--- config.mk ---
export PLATFORM = sky130hd
export DESIGN_NAME = dilithium_input_framer
export DESIGN_NICKNAME = d
export VERILOG_FILES = /design/src/rtl/dilithium_input_framer.sv
export SDC_FILE = /design/constraint.sdc
export NUM_CORES = 1
export LEC_CHECK = 0
export ABC_AREA = 0
export BUFFER_PORTS_ARGS = -buffer_cell sky130_fd_sc_hd__buf_2
export CORE_MARGIN = 2
export CORE_UTILIZATION = 58
export DETAILED_ROUTE_END_ITERATION = 8
export PLACE_DENSITY = 0.79
export RECOVER_POWER = 25
export REMOVE_ABC_BUFFERS = 1
export SYNTH_ARGS = -nofsm -noshare
export SYNTH_HDL_FRONTEND = slang
export SYNTH_SLANG_ARGS = --single-unit
--- constraint.sdc ---
create_clock -name clk -period 4.2 [get_ports clk]
set_input_delay 0 -clock clk [delete_from_list [all_inputs] [get_ports clk]]
set_output_delay 0 -clock clk [all_outputs]
set_load 0.01 [all_outputs]
--- src/rtl/dilithium_input_framer.sv ---
// -----------------------------------------------------------------------------
// dilithium_input_framer
//
// Upstream feeder for the Dilithium core input stream. A host/DMA 64-bit
// stream (with a last flag) is buffered in a small first-word-fall-through
// FIFO. Each operation then delivers exactly frame_words words to the core:
// short host frames are padded with zero words, surplus words of long frames
// are accepted and dropped, and any length mismatch raises a sticky len_err.
// A malformed host frame therefore cannot hang or desynchronise the core.
//
// Ports
//   clk          system clock, rising edge
//   rst          asynchronous active-low reset
//   start        one-cycle strobe, begins a frame (honoured only when idle)
//   frame_words  expected word count, sampled on an accepted start
//   s_valid/s_ready/s_data/s_last   host stream in
//   m_valid/m_ready/m_data          core stream out
//   busy         high from the cycle after an accepted start until done
//   done         one-cycle pulse when the frame is complete
//   len_err      sticky length-mismatch flag, cleared by the next start
// -----------------------------------------------------------------------------
module dilithium_input_framer #(
  parameter int DEPTH = 4,   // FIFO depth, power of two, >= 2
  parameter int LEN_W = 16   // frame word counter width
) (
  input  logic             clk,
  input  logic             rst,
  input  logic             start,
  input  logic [LEN_W-1:0] frame_words,
  input  logic             s_valid,
  output logic             s_ready,
  input  logic [63:0]      s_data,
  input  logic             s_last,
  output logic             m_valid,
  input  logic             m_ready,
  output logic [63:0]      m_data,
  output logic             busy,
  output logic             done,
  output logic             len_err
);

  localparam int PTR_W = $clog2(DEPTH);
  localparam int CNT_W = PTR_W + 1;

  typedef enum logic [2:0] {IDLE, LOAD, PAD, DRAIN, FLUSH} state_t;

  state_t state, state_nxt;

  // FIFO storage and bookkeeping
  logic [63:0]      mem [DEPTH];
  logic [PTR_W-1:0] wr_ptr, rd_ptr;
  logic [CNT_W-1:0] fill;
  logic             full, empty;
  logic             push, pop;
  logic [63:0]      push_data;

  // Frame bookkeeping
  logic [LEN_W-1:0] len_q, cnt;
  logic [LEN_W-1:0] cnt_inc;
  logic             accept;
  logic             last_of_len;
  logic             start_ok;

  assign full        = (fill == CNT_W'(DEPTH));
  assign empty       = (fill == '0);
  assign accept      = s_valid && s_ready;
  assign cnt_inc     = cnt + LEN_W'(1);
  assign last_of_len = (cnt_inc == len_q);
  assign start_ok    = (state == IDLE) && start;

  // First-word-fall-through read side; m_data is forced to zero while empty
  // so the output is defined (and zero) out of reset.
  assign m_valid = !empty;
  assign m_data  = empty ? 64'h0 : mem[rd_ptr];
  assign pop     = m_valid && m_ready;

  // ---------------------------------------------------------------------------
  // FSM: state register
  // ---------------------------------------------------------------------------
  // NOTE: sequential state uses non-blocking assignments so every register
  // samples pre-edge values regardless of process ordering.
  always_ff @(posedge clk or negedge rst) begin
    if (!rst) state <= IDLE;
    else      state <= state_nxt;
  end

  // ---------------------------------------------------------------------------
  // FSM: next-state logic
  // ---------------------------------------------------------------------------
  // NOTE: every combinational output gets a default before the case so no
  // path leaves it unassigned, which would otherwise infer a latch.
  always_comb begin
    state_nxt = state;
    case (state)
      IDLE: begin
        if (start) state_nxt = (frame_words == '0) ? FLUSH : LOAD;
      end
      LOAD: begin
        if (accept) begin
          if (last_of_len) state_nxt = s_last ? FLUSH : DRAIN;
          else if (s_last) state_nxt = PAD;
        end
      end
      PAD: begin
        if (push && last_of_len) state_nxt = FLUSH;
      end
      DRAIN: begin
        if (accept && s_last) state_nxt = FLUSH;
      end
      FLUSH: begin
        if (empty) state_nxt = IDLE;
      end
      default: state_nxt = IDLE;
    endcase
  end

  // ---------------------------------------------------------------------------
  // FSM: outputs. s_ready is a function of state and FIFO fill only, never of
  // s_valid; a pop in the same cycle does not free a slot for the host.
  // ---------------------------------------------------------------------------
  always_comb begin
    s_ready   = 1'b0;
    push      = 1'b0;
    push_data = 64'h0;
    done      = 1'b0;
    busy      = (state != IDLE);
    case (state)
      LOAD: begin
        s_ready   = !full;
        push      = s_valid && !full;
        push_data = s_data;
      end
      PAD:     push    = !full;
      DRAIN:   s_ready = 1'b1;
      FLUSH:   done    = empty;
      default: ;
    endcase
  end

  // ---------------------------------------------------------------------------
  // Frame length tracking. cnt only advances on pushes, and LOAD/PAD leave as
  // soon as cnt+1 reaches len_q, so cnt never passes len_q.
  // ---------------------------------------------------------------------------
  always_ff @(posedge clk or negedge rst) begin
    if (!rst) begin
      len_q   <= '0;
      cnt     <= '0;
      len_err <= 1'b0;
    end else if (start_ok) begin
      len_q   <= frame_words;
      cnt     <= '0;
      len_err <= 1'b0;
    end else begin
      if (push) cnt <= cnt_inc;
      // Mismatch: length reached without last, or last before length.
      if (state == LOAD && accept && (last_of_len != s_last)) len_err <= 1'b1;
    end
  end

  // ---------------------------------------------------------------------------
  // FIFO pointers and fill count; DEPTH is a power of two so the pointers
  // wrap naturally.
  // ---------------------------------------------------------------------------
  always_ff @(posedge clk or negedge rst) begin
    if (!rst) begin
      wr_ptr <= '0;
      rd_ptr <= '0;
      fill   <= '0;
    end else begin
      if (push) wr_ptr <= wr_ptr + PTR_W'(1);
      if (pop)  rd_ptr <= rd_ptr + PTR_W'(1);
      fill <= fill + CNT_W'(push) - CNT_W'(pop);
    end
  end

  // NOTE: the storage array has no reset; its contents are only observable
  // through m_data once fill marks an entry valid.
  always_ff @(posedge clk) begin
    if (push) mem[wr_ptr] <= push_data;
  end

endmodule

# ---- Word level (Yosys, flattened, before mapping)
# Memory sizes are Yosys's and may differ from the RTL's.
# Cells that the tools add are included.
dict set report totals {
  regBits 43
  ram_bits 256
  input_bits 86
  out_inout_bits 69
  word_cells 64
  n_memories 1
}
# memory words width rd rd_clocked_by_memory_dff write_ports line_no
set memory_table {}
lappend memory_table {mem 4 64 1 0 1 50} ;# logic [63:0] mem [DEPTH];
dict set report classes {
  add_sub_neg 5
  eq_ne 13
  muxes 21
  n_reduce_logical 17
}
# operator n
set op_table {}
lappend op_table {{two-way mux 64 bit} 2}
lappend op_table {{two-way mux 16 bit} 2}
lappend op_table {{two-way mux 3 bit} 9}
lappend op_table {{adder 16 x 1 -> 16 bit, second input constant} 1}
lappend op_table {{== test 16 bit} 1}
lappend op_table {{logical NOT 16 bit} 1}
lappend op_table {{one-hot mux 3 bit (5 select lines)} 1}
lappend op_table {{inequality test 2 bit, second input constant} 5}
lappend op_table {{logical AND 1 bit} 8}
lappend op_table {{== test 3 x 2 -> 1 bit, second input constant} 2}
lappend op_table {{== test 3 bit, second input constant} 2}
lappend op_table {{logical NOT 3 bit} 2}
lappend op_table {{AND reduction 6 bit} 1}
lappend op_table {{two-way mux 1 bit} 5}
lappend op_table {{adder 2 x 1 -> 2 bit, second input constant} 2}
lappend op_table {{one-hot mux 1 bit (2 select lines)} 2}
lappend op_table {{nonzero test 2 bit} 2}
lappend op_table {{adder 3 x 1 -> 3 bit} 1}
lappend op_table {{== test 3 x 1 -> 1 bit, second input constant} 1}
lappend op_table {{inequality test 3 bit, second input constant} 1}
lappend op_table {{nonzero test 3 bit} 1}
lappend op_table {{subtractor 3 x 1 -> 3 bit} 1}
lappend op_table {{logical NOT 1 bit} 2}
lappend op_table {{inequality test 1 bit} 1}

# ---- Longest topological paths before layout
dict set report depth {
  ltp_word 8
  mapped_depth 15
  mapped_depth_nobuf 14
}

# ---- Least setup slack after synthesis
# Ideal clock, no wire load.
dict set report synth_timing {
  path_type {reg2reg}
  start {register state[0]}
  end {memory mem[0][0], enable pin}
  setup_time_ns 0.429
  t_arrival_ns 2.987
  required_ns 3.771
  slack_ns 0.785
  path_stages_with_launch 7
  path_buffers 2
  period_less_slack_ns 3.415
  path_cell_list {dfrtp_1 clkbuf_1 and3b_1 a21oi_1 nor3_2 clkbuf_1 and2_1}
}
dict set report synth_via {
  elab_chain_cells 4
  elab_cells_between_ends 5
  cone_classes {2 x eq/ne; 3 x mux}
}
# element line_no
set synth_lines {}
lappend synth_lines {{start: declaration} 47} ;# state_t state, state_nxt;
lappend synth_lines {{start signal: assignment} 84} ;# else state <= state_nxt;
lappend synth_lines {{== test 3 x 2 -> 1 bit / == test 3 x 1 -> 1 bit (equally long branches)} 127} ;# case (state)
lappend synth_lines {{one-hot mux 1 bit (2 select lines) *} 127}
lappend synth_lines {{two-way mux 1 bit *} 179} ;# if (push) mem[wr_ptr] <= push_data;
lappend synth_lines {{two-way mux 1 bit (not written as such) *} 179}
lappend synth_lines {{end: declaration} 50}
# Mark *: on every way between the ends. The rest lies on a longest branch, timed or not.

# ---- Worst setup path in the final report
dict set report layout_timing {
  start {register state[0]}
  end {register state[1]}
}
dict set report layout_via {
  elab_chain_cells 6
  elab_cells_between_ends 18
  cone_classes {10 x eq/ne; 3 x mux; 5 x reduce/logical}
}
# element line_no
set layout_lines {}
lappend layout_lines {{== test 3 x 2 -> 1 bit / == test 3 x 1 -> 1 bit (equally long branches)} {94, 127}}
lappend layout_lines {{one-hot mux 1 bit (2 select lines)} 127}
lappend layout_lines {{logical AND 1 bit} 66} ;# assign accept = s_valid && s_ready;
lappend layout_lines {{logical AND 1 bit} 108} ;# if (accept && s_last) state_nxt = FLUSH;
lappend layout_lines {{inequality test 2 bit (no source line)} --}
lappend layout_lines {{AND reduction 6 bit (no source line)} --}
# Parallel ways exist; a longest one is shown, timed or not.
# A chain may end at the register's enable or synchronous reset.

==> metrics.md <==
| Metric | Value |
|---|---|
| Initial Util | `0.592` |
| Post-synth EDFFs | `256` |
| CTS Buf Count | `29` |
| Relative slew slack | `-0.863` |
| Crit path max fanout | `67` |
| Crit path required time | `4.67 ns` |
| Psw | `0.00359 W` |
| Failing checks | `max-capacitance violations, max-slew violations` |
| Die height | `154 µm` |
| GRT Util Overall | `0.226` |
| Worst R2R Setup Slack | `0.74 ns` |
| Delay-heaviest family, CP | `buffers and inverters` |
| Vias in the first global route | `7,951` |
| Syn avg cell area | `15.9 µm²` |
| PwrDens | `697 nW/µm²` |
| Clock latency on the worst-skew pair | `0.53 ns` |
| CTS tree | `built` |
| Clk_skew | `0.0101 ns` |
| Total number of vias | `7,721` |
| Top cell type's share of synthesized area | `0.593` |
| Seq cells post-synth | `299` |
| CTS root buf | `clkbuf_16` |
| Finish-stage setup viols | `0` |
| Yosys cell types | `62` |
| HP Start | `start` |
| Critical path type | `flop to flop` |
| Post-Syn Area | `13,000 µm²` |
| Clock Sinks | `299` |
| Most used cell, CP | `nor3b_1` |
| Min-delay worst type | `input pin to flop` |
| Hold Buf Count CTS | `84` |
| Worst-path clk slew | `0.06 ns` |
| Sequential share of the synthesized area | `0.676` |
| Synth top area cells | `edfxtp_1, mux4_2, dfrtp_1` |
| Synth warn | `0` |
| Die Span X | `154 µm` |
| Die area | `23,600 µm²` |
| Slowest CP cell | `clkbuf_1` |
| CP Cell Sequence | `nor3b_1 > clkbuf_1 > nor3b_1 > a221oi_1 > a21bo_1` |
| Setup TNS | `0 ns` |
| Io pins | `155` |
| Outcome | `finished, violations left` |
| Net Sw Frac | `0.328` |
| Slowest stage delay, CP | `2.00 ns` |
| Gate Count Post-Synth | `817` |
| Async set or reset register ratio after synthesis | `0.144` |
| Residual DRC | `0` |
| Post-CTS Setup Inserts | `0` |
| Yosys top cell by area | `edfxtp_1` |
| R2R cell count | `5` |
| Final Util | `0.718` |
| Logic pwr share | `0.362` |
| Data arrival, critical path | `3.93 ns` |
| N_diodes | `0` |
| Crit end category | `flop` |
| Hold Fails Final Rpt | `0` |
| CP Depth | `5` |
| Worst Path Buf+Inv | `1` |
| Startpoint types | `flop` |
| Detail Placement HPWL | `15.4 mm` |
| Pin count of the biggest net entering global routing | `69` |
| Reg power frac | `0.424` |
| Layout cells sized above 1 | `0.263` |
| GRT Residual Overflow | `0` |
| Max VDD drop | `0.000428 V` |
| Lkg Pwr | `5.82 nW` |
| Worst-Margin Slew | `2.80 ns` |
| Post-CTS resize count | `0` |
| Starting DRT DRC Count | `615` |
| Vias per cell | `5.72` |
| Routed len/inst | `19.5 µm` |
| Hold path endpoint | `len_q[10]` |
| Final min period | `3.46 ns` |
| Drt pass-1 iters | `5` |
| Primary FF master, synth | `edfxtp_1` |
| Unrepaired setup endpoints after global routing | `false` |
| Final worst path period share | `0.825` |
| Top-count cell post-synth | `edfxtp_1` |
| Reg2Reg Capture Point | `state[1]` |
| H-tree Lvls | `1` |
| Longest Clk Path Bufs | `3` |
| Detail Route Antenna Nets | `0` |
| Fmax | `0.289 GHz` |
| Port Buffers | `154` |
| P_int | `0.00736 W` |
| FF-to-FF Start | `state[0]` |
| Wirelength, routed | `26.4 mm` |
| Synth cell count leaders | `edfxtp_1, and2_1, mux4_2, nand2_1, dfrtp_1` |
| First-pass GRT wire length | `42.2 mm` |
| # nets final | `1,146` |
| Slew Limit Fails | `112` |
| Hold Path Depth | `4` |
| Initial antenna violation count | `0` |
| GP Congestion | `0.926` |
| Clock Power Share | `0.214` |
| Syn-to-layout area delta | `21.2%` |
| # Max-Cap Violations | `2` |
| Core area | `21,900 µm²` |
| Core Rows | `54` |
-- per-layer routing --
metal  wire length (µm)  global-route usage
met1              11100               0.310
met2              13400               0.392
met3               1450              0.0330
met4                390              0.0437
met5                  0                   0
-- worst max path at each step --
stage	start	endpoint	slack [ns]
after floorplan	state[2]	state[1]	0.09
after global placement	cnt[4]	state[1]	0.88
after detailed placement	cnt[4]	state[1]	0.81
after CTS	cnt[4]	state[1]	0.77
after global routing	state[0]	state[0]	0.29
final	state[0]	state[1]	0.74
-- logic make-up after synthesis --
| kind of cell | after synthesis | synth area share |
|---|---|---|
| buffers and inverters | 63 | 0.0200 |
| AND/OR/NAND/NOR | 280 | 0.126 |
| flip-flops | 299 | 0.676 |
| adder cells (fa/ha/maj) | 12 | 0.0122 |
| AO/OA/AOI/OAI | 76 | 0.0384 |
| multiplexers | 64 | 0.111 |
| XOR/XNOR | 23 | 0.0166 |
-- flip-flops by register name, indices dropped and copies added (netlist names) --
signal / count
wr_ptr: 2
rd_ptr: 2
fill: 3
len_q: 16
mem: 256
state: 3
cnt: 16
len_err: 1
-- power groups by stage --
stage	Combinational, W	Clock [W]	Sequential [W]
2_1_floorplan	0.00258	0	0.00471
3_5_place_dp	0.00394	0	0.00471
5_1_grt	0.00434	0.00250	0.00472
6_report	0.00397	0.00234	0.00464
3_3_place_gp	0.00390	0	0.00466
4_1_cts	0.00402	0.00239	0.00465
-- final cells by class --
class | instances | area (µm²)
clock buffer | 40 | 797
tap | 280 | 350
sequential | 299 | 8770
clock inverter | 13 | 62.6
inverter | 15 | 56.3
fill | 1369 | 6180
multi-input combinational | 455 | 3950
timing repair buffer | 248 | 1730
-- cells in the final DEF, fill, tap and decap left out, drive strengths merged, types with 6 or more instances in the layout --
| cell | count |
|---|---|
| nor3 | 6 |
| buf | 159 |
| edfxtp | 256 |
| a21oi | 11 |
| nor2 | 16 |
| and2 | 134 |
| mux4 | 64 |
| clkinv | 11 |
| ha | 11 |
| dlygate4sd3 | 84 |
| xor2 | 6 |
| inv | 16 |
| clkbuf | 45 |
| and3 | 6 |
| nor2b | 8 |
| o21ai | 32 |
| nand4 | 11 |
| nand3 | 14 |
| xnor2 | 16 |
| nor4 | 9 |
| nand2 | 58 |
| dfrtp | 43 |
-- tightest hold or removal path, stage by stage --
cell	delay, ns
buf_2	0.10
nand2_1	0.30
nand2_1	0.17
nand2_1	0.05
-- metrics by stage --
stage,total power (W),area (µm²),hold slack (ns),cells,setup WS (ns)
global placement,0.00856,14000,0.207,1213,0.883
global route,0.0116,15700,0.144,1350,0.285
finish,0.0109,15700,0.128,1350,0.736
detailed placement,0.00865,14000,0.209,1213,0.806
floorplan,0.00729,12800,-0.296,769,0.0920
CTS,0.0111,15700,0.111,1350,0.773
No activity file was read; power rests on OpenSTA's default activity.
